[config.mk]
export PLATFORM = sky130hd
export DESIGN_NAME = einstein_irq_ctrl
export DESIGN_NICKNAME = d
export VERILOG_FILES = /design/src/rtl/tatung_pkg.sv /design/src/rtl/irq_prio_enc.sv /design/src/rtl/einstein_irq_ctrl.sv
export SDC_FILE = /design/constraint.sdc
export NUM_CORES = 1
export LEC_CHECK = 0
export ABC_AREA = 1
export BUFFER_PORTS_ARGS = -buffer_cell sky130_fd_sc_hd__buf_2
export CELL_PAD_IN_SITES_DETAIL_PLACEMENT = 1
export CELL_PAD_IN_SITES_GLOBAL_PLACEMENT = 1
export CORE_MARGIN = 2
export CORE_UTILIZATION = 30
export DETAILED_ROUTE_END_ITERATION = 12
export PLACE_DENSITY = 0.65
export SLEW_MARGIN = 5
export SYNTH_ARGS = -nofsm -noshare
export SYNTH_HDL_FRONTEND = slang
export SYNTH_SLANG_ARGS = --single-unit
[constraint.sdc]
create_clock -name clk_sys -period 1.15 [get_ports clk_sys]
set_input_delay 0.0575 -clock clk_sys [delete_from_list [all_inputs] [get_ports clk_sys]]
set_output_delay 0.0575 -clock clk_sys [all_outputs]
set_load 0.005 [all_outputs]
[src/rtl/tatung_pkg.sv]
// Shared definitions for the Tatung Einstein interrupt logic.
//   INTVEC_*  : Z80 mode-2 vectors for the non-CTC interrupt sources
//   SRC_*     : source indices; a lower index means a higher priority
//   irq_state_t : acknowledge state machine states of einstein_irq_ctrl
package tatung_pkg;

    localparam logic [7:0] INTVEC_KB   = 8'h0E;
    localparam logic [7:0] INTVEC_ADC  = 8'h0A;
    localparam logic [7:0] INTVEC_FIRE = 8'h0C;

    localparam int SRC_KB   = 0;
    localparam int SRC_ADC  = 1;
    localparam int SRC_FIRE = 2;

    typedef enum logic [1:0] {
        IDLE = 2'd0,
        REQ  = 2'd1,
        ACK  = 2'd2
    } irq_state_t;

endpackage

[src/rtl/irq_prio_enc.sv]
// Fixed-priority encoder (index 0 = highest priority).
//   req_i     : eligible requests
//   lsb_i     : in-service flags
//   idx_o     : index of the lowest set bit of req_i (0 when none)
//   valid_o   : any bit of req_i set
//   lsb_sel_o : one-hot of the lowest set bit of lsb_i (all zero when none)
module irq_prio_enc #(
    parameter int N = 3,
    localparam int IW = (N > 1) ? $clog2(N) : 1
) (
    input  logic [N-1:0]  req_i,
    input  logic [N-1:0]  lsb_i,
    output logic [IW-1:0] idx_o,
    output logic          valid_o,
    output logic [N-1:0]  lsb_sel_o
);

    // Scan from the lowest priority upward so the highest-priority hit wins.
    always_comb begin
        idx_o   = '0;
        valid_o = 1'b0;
        for (int i = N - 1; i >= 0; i--) begin
            if (req_i[i]) begin
                idx_o   = IW'(i);
                valid_o = 1'b1;
            end
        end
    end

    genvar gi;
    generate
        for (gi = 0; gi < N; gi++) begin : g_lsb
            if (gi == 0) begin : g_first
                assign lsb_sel_o[gi] = lsb_i[gi];
            end else begin : g_rest
                assign lsb_sel_o[gi] = lsb_i[gi] & ~(|lsb_i[gi-1:0]);
            end
        end
    endgenerate

endmodule

[src/rtl/einstein_irq_ctrl.sv]
// Z80 mode-2 interrupt controller for keyboard, ADC and fire button.
// Heads the daisy chain ahead of the CTC.
//   clk_sys, reset_n     : clock, asynchronous active-low reset
//   m1_n, iorq_n         : CPU cycle strobes (both low = interrupt acknowledge)
//   reti                 : one-cycle RETI decode pulse
//   iei / ieo            : daisy-chain enable in / out
//   src                  : source levels, rising edge requests an interrupt
//   mask_we, mask_din    : per-source mask write (1 = masked)
//   clr                  : per-source pending clear
//   int_n                : registered interrupt request to the CPU
//   vec, vec_oe          : mode-2 vector and its bus drive enable
//   pending, in_service, mask : status
module einstein_irq_ctrl
    import tatung_pkg::*;
#(
    parameter int             NSRC     = 3,
    parameter logic [7:0]     VEC0     = INTVEC_KB,
    parameter logic [7:0]     VEC1     = INTVEC_ADC,
    parameter logic [7:0]     VEC2     = INTVEC_FIRE,
    parameter logic [NSRC-1:0] MASK_RST = {NSRC{1'b1}}
) (
    input  logic            clk_sys,
    input  logic            reset_n,
    input  logic            m1_n,
    input  logic            iorq_n,
    input  logic            reti,
    input  logic            iei,
    input  logic [NSRC-1:0] src,
    input  logic [NSRC-1:0] mask_we,
    input  logic            mask_din,
    input  logic [NSRC-1:0] clr,
    output logic            int_n,
    output logic [7:0]      vec,
    output logic            vec_oe,
    output logic            ieo,
    output logic [NSRC-1:0] pending,
    output logic [NSRC-1:0] in_service,
    output logic [NSRC-1:0] mask
);

    localparam int IW = (NSRC > 1) ? $clog2(NSRC) : 1;

    irq_state_t      state_q, state_d;
    logic [NSRC-1:0] src_q;
    logic [NSRC-1:0] pending_q, pending_d;
    logic [NSRC-1:0] in_service_q, in_service_d;
    logic [NSRC-1:0] mask_q, mask_d;
    logic            int_n_q, int_n_d;
    logic [7:0]      vec_q, vec_d;

    logic            intack;
    logic [NSRC-1:0] rise;
    logic [NSRC-1:0] blocked;
    logic [NSRC-1:0] eligible;
    logic [IW-1:0]   win_idx;
    logic            win_valid;
    logic [NSRC-1:0] win_sel;
    logic [NSRC-1:0] reti_sel;
    logic            ack_entry;
    logic [NSRC-1:0] ack_clr;
    logic [NSRC-1:0] reti_clr;

    assign intack = ~m1_n & ~iorq_n;
    assign rise   = src & ~src_q;

    genvar gi;
    generate
        for (gi = 0; gi < NSRC; gi++) begin : g_src
            // A source is held off by its own or any higher-priority
            // service; lower-priority services do not block it (nesting).
            assign blocked[gi]  = |in_service_q[gi:0];
            assign eligible[gi] = pending_q[gi] & ~mask_q[gi] & ~blocked[gi];
            assign win_sel[gi]  = win_valid & (win_idx == IW'(gi));
        end
    endgenerate

    irq_prio_enc #(
        .N(NSRC)
    ) u_prio (
        .req_i     (eligible),
        .lsb_i     (in_service_q),
        .idx_o     (win_idx),
        .valid_o   (win_valid),
        .lsb_sel_o (reti_sel)
    );

    // Acknowledge only while heading the chain with a live winner; an
    // intack seen anywhere else belongs to the CTC.
    assign ack_entry = (state_q == REQ) & intack & iei & win_valid;
    assign ack_clr   = ack_entry ? win_sel : '0;
    assign reti_clr  = (reti & iei) ? reti_sel : '0;

    always_comb begin
        state_d = state_q;
        unique case (state_q)
            IDLE: if (!int_n_q) state_d = REQ;
            REQ: begin
                if (ack_entry)       state_d = ACK;
                else if (!win_valid) state_d = IDLE;
            end
            ACK:  if (!intack) state_d = IDLE;
            default: state_d = IDLE;
        endcase
    end

    always_comb begin
        mask_d = mask_q;
        for (int i = 0; i < NSRC; i++) begin
            if (mask_we[i]) mask_d[i] = mask_din;
        end
        // Clears first, then a fresh edge overrides them (set wins).
        pending_d = pending_q & ~clr & ~ack_clr & ~(mask_we & {NSRC{mask_din}});
        pending_d = pending_d | (rise & ~mask_q);
        // The winner never has an in-service bit at or above its own
        // priority, so the RETI clear cannot hit the bit being set here.
        in_service_d = (in_service_q & ~reti_clr) | ack_clr;
        // Request is frozen through any M1 so it cannot change mid-cycle.
        int_n_d = m1_n ? ~(iei & win_valid) : int_n_q;
        vec_d   = vec_q;
        if (ack_entry) begin
            if (win_idx == IW'(0))      vec_d = VEC0;
            else if (win_idx == IW'(1)) vec_d = VEC1;
            else                        vec_d = VEC2;
        end
    end

    always_ff @(posedge clk_sys or negedge reset_n) begin
        if (!reset_n) begin
            state_q      <= IDLE;
            src_q        <= '0;
            pending_q    <= '0;
            in_service_q <= '0;
            mask_q       <= MASK_RST;
            int_n_q      <= 1'b1;
            vec_q        <= 8'h00;
        end else begin
            state_q      <= state_d;
            src_q        <= src;
            pending_q    <= pending_d;
            in_service_q <= in_service_d;
            mask_q       <= mask_d;
            int_n_q      <= int_n_d;
            vec_q        <= vec_d;
        end
    end

    assign int_n      = int_n_q;
    assign vec        = vec_q;
    // Combinational on intack so the bus is released in the same cycle the
    // CPU lets go, and immediately on an asynchronous reset.
    assign vec_oe     = (state_q == ACK) & intack;
    assign ieo        = iei & ~(|in_service_q) & int_n_q;
    assign pending    = pending_q;
    assign in_service = in_service_q;
    assign mask       = mask_q;

endmodule

After elaboration in Yosys (flattened, before gate mapping)
Cells that the tools add are included.
- equality and inequality tests: 7
- muxes and demuxes: 15
- bitwise logic cells: 44
- reduce and logical (&&, ||, !) cells: 5
- operator list (operator ; count):
    $and A3 B3 Y3 ; 7
    $and A1 B1 Y1 ; 20
    $not A3 Y3 ; 6
    $mux W2 ; 7
    $mux W3 ; 4
    $not A1 Y1 ; 9
    $or A3 B3 Y3 ; 2
    $pmux W2 S3 ; 1
    $eq A2 B1 Y1 const B ; 2
    $eq A2 B2 Y1 const B ; 2
    $logic_not A2 Y1 ; 2
    $ne A2 B2 Y1 const B ; 2
    $mux W1 ; 3
    $ne A3 B3 Y1 const B ; 1
    $reduce_and A3 Y1 ; 1
    $reduce_or A3 Y1 ; 1
    $reduce_or A2 Y1 ; 1
- flip-flop bits (word level): 23
- input port bits: 16
- output and inout port bits: 20

Logic depth before layout (Yosys ltp)
- depth in word-level cells: 13
- gate-level depth with buffers: 7
- depth with buffers taken out: 7

Cells and area by module
Synthesis repeated with hierarchy kept, for this count alone.
- cells, all modules: 112
- area total of the unflattened synthesis: 907.1 um^2
- by module, submodules not included (module ; instances ; cells an instance ; area each (um^2) ; sequential area each (um^2)):
    einstein_irq_ctrl ; 1 ; 100 ; 850.8 ; 455.4
    irq_prio_enc ; 1 ; 12 ; 56.3 ; 0.0

Worst setup path after synthesis
Ideal clock, no wire load.
- path kind: register to register
- from: register mask_q[1] (netlist: mask[1])
- to: register pending_q[2] (netlist: pending[2])
- arrival time: 0.971 ns
- required time: 1.033 ns
- setup slack: 0.063 ns
- stages on the path, launching flop included: 8
- buffers on the path: 0
- path through: dfstp_2 > inv_1 > nand2_1 > nor2_4 > nor2_2 > nand3_2 > nand2_1 > nand2_1
- word-level cells in the longest chain between the ends: 12
- elaborated cells between the ends (all ways): 15
- RTL lines (element ; RTL line ; RTL):
    from (decl) ; einstein_irq_ctrl.sv:47 ; logic [NSRC-1:0] mask_q, mask_d;
    from (signal assigned) ; einstein_irq_ctrl.sv:141 ; mask_q <= mask_d;
    $not A1 Y1 * ; einstein_irq_ctrl.sv:72 ; assign eligible[gi] = pending_q[gi] & ~mask_q[gi] & ~blocked[gi];
    $and A1 B1 Y1 * (2 in a row) ; einstein_irq_ctrl.sv:72 ;
    $mux W2 (2 in a row) ; irq_prio_enc.sv:23 ; if (req_i[i]) begin
    $eq A2 B2 Y1 ; einstein_irq_ctrl.sv:73 ; assign win_sel[gi] = win_valid & (win_idx == IW'(gi));
    $and A1 B1 Y1 ; einstein_irq_ctrl.sv:73 ;
    $mux W3 * ; einstein_irq_ctrl.sv:90 ; assign ack_clr = ack_entry ? win_sel : '0;
    $not A3 Y3 * ; einstein_irq_ctrl.sv:112 ; pending_d = pending_q & ~clr & ~ack_clr & ~(mask_we & {NSRC{mask_din}});
    $and A3 B3 Y3 * (2 in a row) ; einstein_irq_ctrl.sv:112 ;
    $or A3 B3 Y3 * ; einstein_irq_ctrl.sv:113 ; pending_d = pending_d | (rise & ~mask_q);
    via pending_d[2] ; einstein_irq_ctrl.sv:45 ; logic [NSRC-1:0] pending_q, pending_d;
    to (signal assigned) ; einstein_irq_ctrl.sv:139 ; pending_q <= pending_d;
    to (decl) ; einstein_irq_ctrl.sv:45 ;
Mark *: on every way through the listed nets, which the timed path passes. The rest lies on a longest branch.
A chain may end at the register's enable or synchronous reset.

Worst setup path after layout
- from: register int_n_q (netlist: int_n)
- to: output ieo
- word-level cells in the longest chain between the ends: 1
- RTL lines (element ; RTL line ; RTL):
    from (decl) ; einstein_irq_ctrl.sv:48 ; logic int_n_q, int_n_d;
    from (signal assigned) ; einstein_irq_ctrl.sv:142 ; int_n_q <= int_n_d;
    $and A1 B1 Y1 ; einstein_irq_ctrl.sv:152 ; assign ieo = iei & ~(|in_service_q) & int_n_q;
    to (decl) ; einstein_irq_ctrl.sv:35 ; output logic ieo,
No other way between the ends.

==> impl_metrics.toml <==
[run_status]
status = "complete, but fails checks"
violations = "setup timing"

[grt]
grt_pass1_vias = 898
grt_use_met3_pct = 2.40
track_usage_pct = 14.8
grt_first_pass_wirelength_um = 3840
gr-total-overflow = 0
gr-usage-met1_pct = 17.1
busiest_layer = "met2"
grt_antenna_before_repair = 0
grt_util_met2_pct = 26.2
grt_start_max_net_pins = 19

[timing]
finalHoldViolCount = 0
fin_skew_ns = 0.00656
timing.final.crit_share_pct = 111
finalSetupViolations = 7
finalWorstPathRequiredPeriod_ns = 1.28
rsz0062_at_grt = "true"
final-max-slew-violation-count = 0
fmax_ghz = 0.783
layout_setup_ws_ns = -0.127

[cells_and_area]
drive_gt1_share_pct = 50.0
num_antenna_cells = 0
area_growth_pct = 48.0
final_cells = 187
fin_nets = 171

[clocking]
cts_buffers = 3
cts_tree = "built"
clk_path_buf_depth = 2
clock_latency_ns = 0.31
h-tree-depth = 1
path_clk_slew_ns = 0.11
clock_sinks = 18
clockRootBuffer = "clkbuf_4"

[setup_path]
crit_chain = "nand2_2 -> nor3_2 -> buf_2"
r2r_start = "in_service[0]"
crit_slowest_cell = "dfstp_2"
critPathLaunch = "int_n"
max_stage_delay_ns = 0.56
cp-start-kind = "register"
crit_type = "reg -> out"
cp.required_ns = 1.09
crit_arrival_ns = 1.22
critPathMaxFanout = 2
cp-end-kind = "primary output"

[detailed_routing]
finalWirelength_um = 2410
dr.pass1.iters = 4
drt-initial-drc-count = 21
drc_errors = 0
routedWlPerCell_um = 12.9
via_per_inst = 4.57
drt.antenna.violating_nets = 0
vias = 854

[worst_hold_path]
holdCritPathClass = "in -> reg"
holdCritStartpoint = "clr[2]"

[power]
p_leak_nw = 0.735
total_power_mw = 1.63
p_comb_share_pct = 27.3
p_sw_mw = 0.498
ir_worst_vdd_mv = 0.615
power.share.clock_pct = 25.2
p_seq_share_pct = 47.5
swShare_pct = 30.6
internal-power_mw = 1.13
power.density_nw_per_um2 = 1190

[placement]
placed_cells_incl_taps = 164
dp_hpwl_um = 1670
place_congestion = 0.744
portBuffers = 30

[flow_run]
maxCapViolations = 0

[logic_synthesis]
ys_seq_elements = 18
syn_area_um2 = 922
synth_cell_type_count = 22
yosysSeqAreaShare_pct = 49.4
netlist_instances = 102
avgSynthCellArea_um2 = 9.04
ys.warnings.count = 0

[floorplan]
die-area_um2 = 3530
initial_core_util_pct = 31.0
die_h_um = 59.4
design.core.area_um2 = 2980
io_pins = 36
die_w_um = 59.4
core.rowCount = 20
[registers in the layout, indices dropped and copies added (netlist names)]
signal	cells
state_q	2
int_n	1
pending	3
in_service	3
src_q	3
mask	3
vec	3
[final timing paths]
| check | to | slack, ns | depth (start not counted) |
|---|---|---|---|
| worst max-delay path | ieo | -0.13 | 3 |
| worst min register to register | vec[3] | 0.47 | 2 |
| max in group asynchronous | mask[0] | 0.59 | 2 |
| worst min-delay path | pending[2] | 0.004 | 4 |
| min in group asynchronous | state_q[0] | 0.21 | 2 |
| worst max register to register | pending[1] | -0.05 | 7 |
[synthesized netlist by cell type (all sizes together)]
cell type	number	area (um^2)
buf	5	37.5
nand3	8	82.6
o31ai	1	7.51
nand4	1	6.26
nor3b	1	7.51
dfstp	4	105
nand2	32	128
o21ai	7	35.0
nor3	1	5.00
nand3b	4	42.5
conb	1	3.75
nor2	9	58.8
inv	14	52.6
dfrtp	14	350
[cells by family after synthesis]
| logic type | count (synthesis) | synth area share (%) |
|---|---|---|
| other | 1 | 0.407 |
| buffers and inverters | 19 | 9.77 |
| AND/OR/NAND/NOR | 56 | 35.8 |
| AO/OA/AOI/OAI | 8 | 4.61 |
| flip-flops | 18 | 49.4 |
[final cells by class]
type | instances | area [um^2]
flip-flops and latches | 18 | 457
repair buffers | 49 | 335
well taps | 33 | 41.3
fillers | 362 | 1610
clock buffers | 4 | 36.3
multi-input cells | 69 | 443
inverters | 14 | 52.6
[metal layers]
metal  part of all wire [%]  vias to the layer above
li1                       -                      416
met1                     39                      409
met2                     55                       25
met3                    4.7                        4
met4                    1.2                        0
met5                      0                        -
[power groups by stage]
stage                     Combinational (mW)  Sequential [mW]  Clock, mW
after floorplan                        0.191            0.785          0
after global placement                 0.319            0.782          0
after detailed placement               0.329            0.784          0
final                                  0.445            0.773      0.410
after CTS                              0.403            0.771      0.421
after global routing                   0.497            0.786      0.452
[layout by cell type, fill, tap and decap left out, drive strengths merged]
cell type    netlist  routed
buf                5      39
nand2             32      32
dfrtp             14      14
inv               14      14
dlygate4sd3        0      10
nor2               9       9
nand3              8       8
o21ai              7       7
conb               1       5
dfstp              4       4
nand3b             4       4
clkbuf             0       4
nand4              1       1
nor3b              1       1
nor3               1       1
o31ai              1       1
[critical path, delay by kind of cell, from the launching register on]
kind / cells / cell delay [ns]
buf+inv: 1 / 0.14
flops: 1 / 0.56
simple gates: 2 / 0.21
[metrics by stage]
stage	util [%]	setup slack, ns	hold WS [ns]	area [um^2]	TNS [ns]
after floorplan	-	0.0625	-0.238	937	0
after global placement	36.6	-0.0153	0.0168	1090	-0.0153
after detailed placement	36.6	-0.0253	0.0225	1090	-0.0553
after CTS	43.3	-0.129	0.00292	1290	-0.608
after global routing	45.8	-0.174	0.00212	1370	-1.07
final	45.8	-0.127	0.00413	1370	-0.383
[what timing repair did]
action,in CTS,in global routing
hold buffers,9,2
setup buffers,6,3
gates resized for setup,11,12
setup endpoints to repair,8,15
endpoints found under the hold margin,22,1
pin swaps,5,8
Note: power is estimated with default switching activity, not from simulation.
